--- config.mk ---
export PLATFORM = sky130hd
export DESIGN_NAME = sync_serializer
export DESIGN_NICKNAME = d
export VERILOG_FILES = /design/src/rtl/sync_serializer.sv
export SDC_FILE = /design/constraint.sdc
export NUM_CORES = 1
export LEC_CHECK = 0
export CAP_MARGIN = 20
export CELL_PAD_IN_SITES_DETAIL_PLACEMENT = 0
export CELL_PAD_IN_SITES_GLOBAL_PLACEMENT = 1
export CORE_MARGIN = 2
export CORE_UTILIZATION = 40
export DETAILED_ROUTE_END_ITERATION = 8
export GPL_TIMING_DRIVEN = 0
export PLACE_DENSITY = 0.8
export SLEW_MARGIN = 20
export SYNTH_ARGS = -nofsm -noshare
export SYNTH_HDL_FRONTEND = slang
export SYNTH_SLANG_ARGS = --single-unit
--- constraint.sdc ---
create_clock -name clk -period 7.3 [get_ports clk]
set_clock_uncertainty 0.2 [all_clocks]
set_input_delay 2.19 -clock clk [delete_from_list [all_inputs] [get_ports clk]]
set_output_delay 2.19 -clock clk [all_outputs]
set_load 0.1 [all_outputs]
--- src/rtl/sync_serializer.sv ---
// Phase-locked 4:1 serializer: checks the clock generator's sync phase, buffers
// words in a 2-entry FIFO and sends each as four sync-aligned serial beats.
module sync_serializer #(
  parameter int unsigned LANES    = 2,
  parameter int unsigned LOCK_CNT = 4,
  parameter logic        IDLE_BIT = 1'b0
) (
  input  logic               clk,
  input  logic               rst_n,
  input  logic [1:0]         sync,
  input  logic [4*LANES-1:0] in_data,
  input  logic               in_valid,
  output logic               in_ready,
  output logic [LANES-1:0]   ser_data,
  output logic               ser_valid,
  output logic               frame_start,
  output logic               locked,
  output logic               sync_err
);
  localparam int unsigned WW = 4 * LANES;
  localparam int unsigned CW = 4;

  typedef enum logic [1:0] {UNLOCKED, LOCKING, LOCKED_S} state_e;

  state_e        state_q;
  logic [1:0]    prev_sync_q;
  logic [CW-1:0] cnt_q;
  logic          locked_q, sync_err_q;

  logic          match_c, run_c, drop_c, boundary_c;
  logic          push_c, pop_c, avail_c;
  logic [WW-1:0] head_c;

  logic [WW-1:0]    mem_q [2];
  logic             rd_q, rd_d, wr_q, wr_d;
  logic [1:0]       occ_q, occ_d;
  logic             in_ready_q, in_ready_d;
  logic [WW-1:0]    frame_q, frame_d;
  logic             active_q, active_d;
  logic [LANES-1:0] ser_data_q, ser_data_d;
  logic             ser_valid_q, ser_valid_d;
  logic             frame_start_q, frame_start_d;

  assign match_c    = (sync == 2'(prev_sync_q + 2'd1));
  assign run_c      = (state_q == LOCKED_S) && match_c;
  assign drop_c     = (state_q == LOCKED_S) && !match_c;
  assign boundary_c = run_c && (sync == 2'd3);
  assign push_c     = in_valid && in_ready_q;
  // An empty FIFO forwards a word pushed on the boundary edge straight into the frame.
  assign avail_c    = (occ_q != 2'd0) || push_c;
  assign pop_c      = boundary_c && avail_c;
  assign head_c     = (occ_q == 2'd0) ? in_data : mem_q[rd_q];

  // Lock FSM: acquisition counts consecutive +1 steps of sync.
  always_ff @(posedge clk or negedge rst_n) begin
    if (!rst_n) begin
      state_q     <= UNLOCKED;
      prev_sync_q <= 2'd0;
      cnt_q       <= '0;
      locked_q    <= 1'b0;
      sync_err_q  <= 1'b0;
    end else begin
      prev_sync_q <= sync;
      sync_err_q  <= 1'b0;
      case (state_q)
        UNLOCKED: begin
          state_q <= LOCKING;
          cnt_q   <= '0;
        end
        LOCKING: begin
          if (!match_c) begin
            cnt_q <= '0;
          end else if (CW'(cnt_q + 1'b1) == CW'(LOCK_CNT)) begin
            state_q  <= LOCKED_S;
            cnt_q    <= CW'(LOCK_CNT);
            locked_q <= 1'b1;
          end else begin
            cnt_q <= CW'(cnt_q + 1'b1);
          end
        end
        LOCKED_S: begin
          if (!match_c) begin
            state_q    <= LOCKING;
            cnt_q      <= '0;
            locked_q   <= 1'b0;
            sync_err_q <= 1'b1;
          end
        end
        default: state_q <= UNLOCKED;
      endcase
    end
  end

  // FIFO bookkeeping, frame register and serial beat selection.
  always_comb begin
    logic [3:0] nib;
    nib           = 4'd0;
    rd_d          = pop_c ? ~rd_q : rd_q;
    wr_d          = push_c ? ~wr_q : wr_q;
    occ_d         = 2'(occ_q + 2'(push_c) - 2'(pop_c));
    frame_d       = frame_q;
    active_d      = active_q;
    ser_data_d    = {LANES{IDLE_BIT}};
    ser_valid_d   = 1'b0;
    frame_start_d = 1'b0;
    if (drop_c) begin
      active_d = 1'b0;
      frame_d  = '0;
    end else if (run_c) begin
      if (active_q) begin
        for (int l = 0; l < LANES; l++) begin
          nib           = frame_q[4*l +: 4];
          ser_data_d[l] = nib[sync];
        end
        ser_valid_d   = 1'b1;
        frame_start_d = (sync == 2'd0);
      end
      if (boundary_c) begin
        active_d = avail_c;
        if (avail_c) frame_d = head_c;
      end
    end
    in_ready_d = (occ_d != 2'd2);
  end

  always_ff @(posedge clk or negedge rst_n) begin
    if (!rst_n) begin
      mem_q[0]      <= '0;
      mem_q[1]      <= '0;
      rd_q          <= 1'b0;
      wr_q          <= 1'b0;
      occ_q         <= 2'd0;
      in_ready_q    <= 1'b1;
      frame_q       <= '0;
      active_q      <= 1'b0;
      ser_data_q    <= {LANES{IDLE_BIT}};
      ser_valid_q   <= 1'b0;
      frame_start_q <= 1'b0;
    end else begin
      if (push_c) mem_q[wr_q] <= in_data;
      rd_q          <= rd_d;
      wr_q          <= wr_d;
      occ_q         <= occ_d;
      in_ready_q    <= in_ready_d;
      frame_q       <= frame_d;
      active_q      <= active_d;
      ser_data_q    <= ser_data_d;
      ser_valid_q   <= ser_valid_d;
      frame_start_q <= frame_start_d;
    end
  end

  assign in_ready    = in_ready_q;
  assign ser_data    = ser_data_q;
  assign ser_valid   = ser_valid_q;
  assign frame_start = frame_start_q;
  assign locked      = locked_q;
  assign sync_err    = sync_err_q;
endmodule

# After elaboration in Yosys (flattened, before gate mapping)
# Cells that the tools add are included.
# totals
reg_bits	44
word_cells	100
# classes
n_eq_ne	9
n_lt_le_gt_ge	4
muxes	41
n_addsub	4
n_reduce_logical	22
bitwise_logic	4
# op_table
op	n
$mux 8	9
$bwmux 16	1
$mux 1	16
$mux 2	6
$mux 4	3
$pmux 4 s3	1
$reduce_bool 2->1	5
$demux 8 s1	1
$ne 2x2->1 const B	4
$logic_and 1x1->1	6
$logic_not 2->1	3
$pmux 2 s3	1
$reduce_and 3->1	2
$add 4x1->4 const B	1
$bmux 1 s2	2
$eq 2x2->1 const B	2
$eq 4x3->1 const B	1
$ge 2x2->1 const B	2
$not 1->2	2
$reduce_and 2->1	2
$reduce_and 4->1	1
$lt 2x3->1 const B	1
$reduce_bool 3->1	1
$add 2x1->2	1
9 further kinds	10

# Logic depth before layout (Yosys ltp)
# Gate-level depths: netlist (run 1).
# depth
ltp_word	9
mapped_depth	11

# Worst setup path before layout (run 1)
# Ideal clock, no wire load.
# synth_path
kind	input port to flip-flop
from	input port sync[1]
to	register in_ready_q, in the netlist in_ready
arrival_ps	3874
stages	11
slack_ps	3144
path_buffers	2
path_cell_list	buf_6 > xnor2_4 > mux2i_4 > nor2b_2 > buf_4 > ha_1 > inv_1 > ha_1 > xnor2_1 > xnor2_1 > nand2b_1
# synth_via
elab_chain_len	6
elab_cells_between_ends	7
# synth_lines
element	line_no	text
start: declaration	10	input logic [1:0] sync,
$eq 2x2->1	44	assign match_c = (sync == 2'(prev_sync_q + 2'd1));
$logic_and 1x1->1	45	assign run_c = (state_q == LOCKED_S) && match_c;
$logic_and 1x1->1 (*)	47	assign boundary_c = run_c && (sync == 2'd3);
$logic_and 1x1->1 (*)	51	assign pop_c = boundary_c && avail_c;
via pop_c	31	logic push_c, pop_c, avail_c;
$sub 2x1->2 (*)	100	occ_d = 2'(occ_q + 2'(push_c) - 2'(pop_c));
via occ_d[1]	36	logic [1:0] occ_q, occ_d;
$ne 2x2->1 (*)	123	in_ready_d = (occ_d != 2'd2);
via in_ready_d	37	logic in_ready_q, in_ready_d;
end signal: assignment	144	in_ready_q <= in_ready_d;
end: declaration	37	
# Mark *: on every way through the listed nets, which the timed path passes. The rest lies on a longest branch.
# A chain may end at the register's enable or synchronous reset.

# Final worst setup path (run 1)
# Same ends and word-level chain as after synthesis.

==> out/metrics.csv, run 1 <==
metric,value,unit
outcome,completed,
crit path kind,in2reg,
clk sinks,44,
Antenna Cells,0,
CTS tree,yes,
vias,1360,
"Hold Vio Cnt, Final",0,
nets,211,
cell area power density,277,nW/um^2
"Distinct cells, synth",39,
CP arrival,4.53,ns
total track usage,0.146,
total nets after synthesis,184,
Core Rows,26,
average size of a mapped cell,12.5,um^2
routed vias/inst,5.15,
"Top FF cell, synth",dfrtp_1,
Yosys warnings,0,
Root Buffer,clkbuf_8,
cell accounting for the most synthesized area,dfrtp_1,
"FF+latch count, synth",44,
fin crit share,0.617,
routed wire length,3880,um
gpl congestion,0.801,
unrepaired setup endpoints after global routing,false,
WP data required,7.32,ns
Setup crit end kind,flop,
setup violators final,0,
Post-synth ARST share,1.00,
global-route wire length before repair,6710,um
Starting DRT DRC Count,76,
"Setup Fix Bufs, Post-CTS",0,
Post-Syn Area,2090,um^2
Die Wd,76.3,um
Final TNS setup,0,ns
top-count cell post-synth,dfrtp_1,
drt pass-1 iters,4,
Tmin final,4.50,ns
Post-synth top cells,"dfrtp_1, mux2_2, nor2_1",
share of the yosys chip area belonging to registers,0.528,
cts hold-fix bufs,0,
Die ar.,5820,um^2
Pleak,1.02,nW
max_slew headroom,0.343,
I/O pin cnt,20,
max-slew violations,0,
Area Overhead vs Synth,17.7,%
Layout Utilization,0.485,
WL/cell,14.7,um
initial antenna violation count,0,
maximum capacitance violations,0,
number of port buffers,19,
chip height,76.3,um
Yosys top cell area share,0.515,
H-tree depth,2,
core area,5070,um^2
Worst Path Max Fanout,10,
post-DP HPWL,2830,um
fmax,222,MHz
Post-CTS Resized,0,
layout cell share with drive strength beyond 1,0.201,
Max rail drop VDD,0.0984,mV
largest net degree at the start of global routing,34,
Post-synth EDFFs,0,
grt total ovfl,0,
Synth area leaders,"dfrtp_1, mux2_2, a32o_1",
Worst-Margin Slew,0.982,ns
"Reg clk slew, reported paths",0.07,ns
number of global-route vias before repair,1389,
synthesized instance count,167,
Startpoint Class,primary input,
DR DRC count,0,
CTS Buf Count,5,
post-route ant nets,0,
HP Class,reg2reg,
worst skew pair latency,0.30,ns
clock buffer depth,2,
"Power, Total",0.000682,W
Starting Density,0.412,
final timing paths:
check	startpoint	depth (start not counted)	slack, ns	to
hold / removal	wr_q	1	0.29	wr_q
max in group asynchronous	rst_n	2	4.85	frame_q[2]
setup reg to reg	in_ready	11	4.66	in_ready
min in group asynchronous	rst_n	1	1.57	mem_q[15]
hold reg to reg	wr_q	1	0.29	wr_q
setup / recovery	sync[1]	12	2.80	in_ready
cell usage in the layout (no fill, tap or decap), types with 5 or more instances in the layout:
cell type        instances
o21ai_0                  5
mux2_2                  16
buf_2                    6
dfrtp_1                 43
nand2b_1                 5
clkbuf_8                 5
clkdlybuf4s50_1         18
nor2_1                   9
a32o_1                   8
nand3_1                  5
mux2i_1                  8
inv_1                    7
a21oi_1                  8
worst max-delay path, cell delays in order:
cell             delay [ns]
clkdlybuf4s50_1        0.49
buf_6                  0.16
xnor2_4                0.14
mux2i_4                0.32
nor2b_2                0.20
buf_4                  0.19
ha_1                   0.24
inv_1                  0.06
ha_1                   0.14
xnor2_1                0.14
xnor2_1                0.17
nand2b_1               0.08
registers in the layout, summed over array words and instances (netlist names), 2 cells and up:
register / count
cnt_q: 4
frame_q: 8
mem_q: 16
occ_q: 2
prev_sync_q: 2
ser_data: 2
state_q: 2
layout make-up:
cell class | count | area [um^2]
tap | 70 | 87.6
buffer | 11 | 66.3
clock inverter | 1 | 5.00
inverter | 7 | 26.3
sequential | 44 | 1100
fill | 472 | 2620
timing repair buffer | 20 | 205
multi-input combinational | 105 | 895
clock buffer | 6 | 72.6
metrics by stage:
stage               instance area, um^2  instances  worst slack, ns  hold WS [ns]
global route                       2460        264             2.61         0.303
global placement                   2370        256             2.54         0.269
finish                             2460        264             2.80         0.290
CTS                                2460        264             2.77         0.288
floorplan                          2090        167             3.14         0.254
detailed placement                 2380        257             2.46         0.278
per-layer routing:
layer | up-vias | wire [um] | GRT usage
met5 | - | 0 | 0
li1 | 657 | - | -
met3 | 6 | 140 | 0.0427
met4 | 0 | 53 | 0.0491
met1 | 673 | 1630 | 0.176
met2 | 24 | 2050 | 0.250
kinds of logic (layout without fill, tap and decap cells):
family / count (synthesis) / in the layout / share of synthesized area
buffers and inverters: 18 / 45 / 0.0443
muxes: 27 / 27 / 0.157
adders and majority gates: 4 / 4 / 0.0240
AOI/OAI and AO/OA: 31 / 31 / 0.115
DFF: 44 / 44 / 0.528
xor gates and xnor gates: 5 / 5 / 0.0299
and+or+nand+nor: 38 / 38 / 0.102
where the power goes:
group / internal [W] / switching, W
clock: 0.0000651 / 0.0000793
sequential: 0.000304 / 0.0000306
combinational: 0.0000984 / 0.000105
(Power assumes the default switching activity.)
==> run 2, diff against run 1 <==
Clock period 7.3 ns to 4.55 ns, I/O delays scaled along.
==> results of run 2 <==
The final DEF is identical to that of run 1. Status: completed.
Main changes from that run: setup slack after placement 2.46 ns -> 0.535 ns; setup slack after layout 2.80 ns -> 0.871 ns; register-to-register setup slack 4.66 ns -> 1.91 ns; total power 0.000682 W -> 0.00109 W; worst IR drop on VDD 0.0984 mV -> 0.158 mV
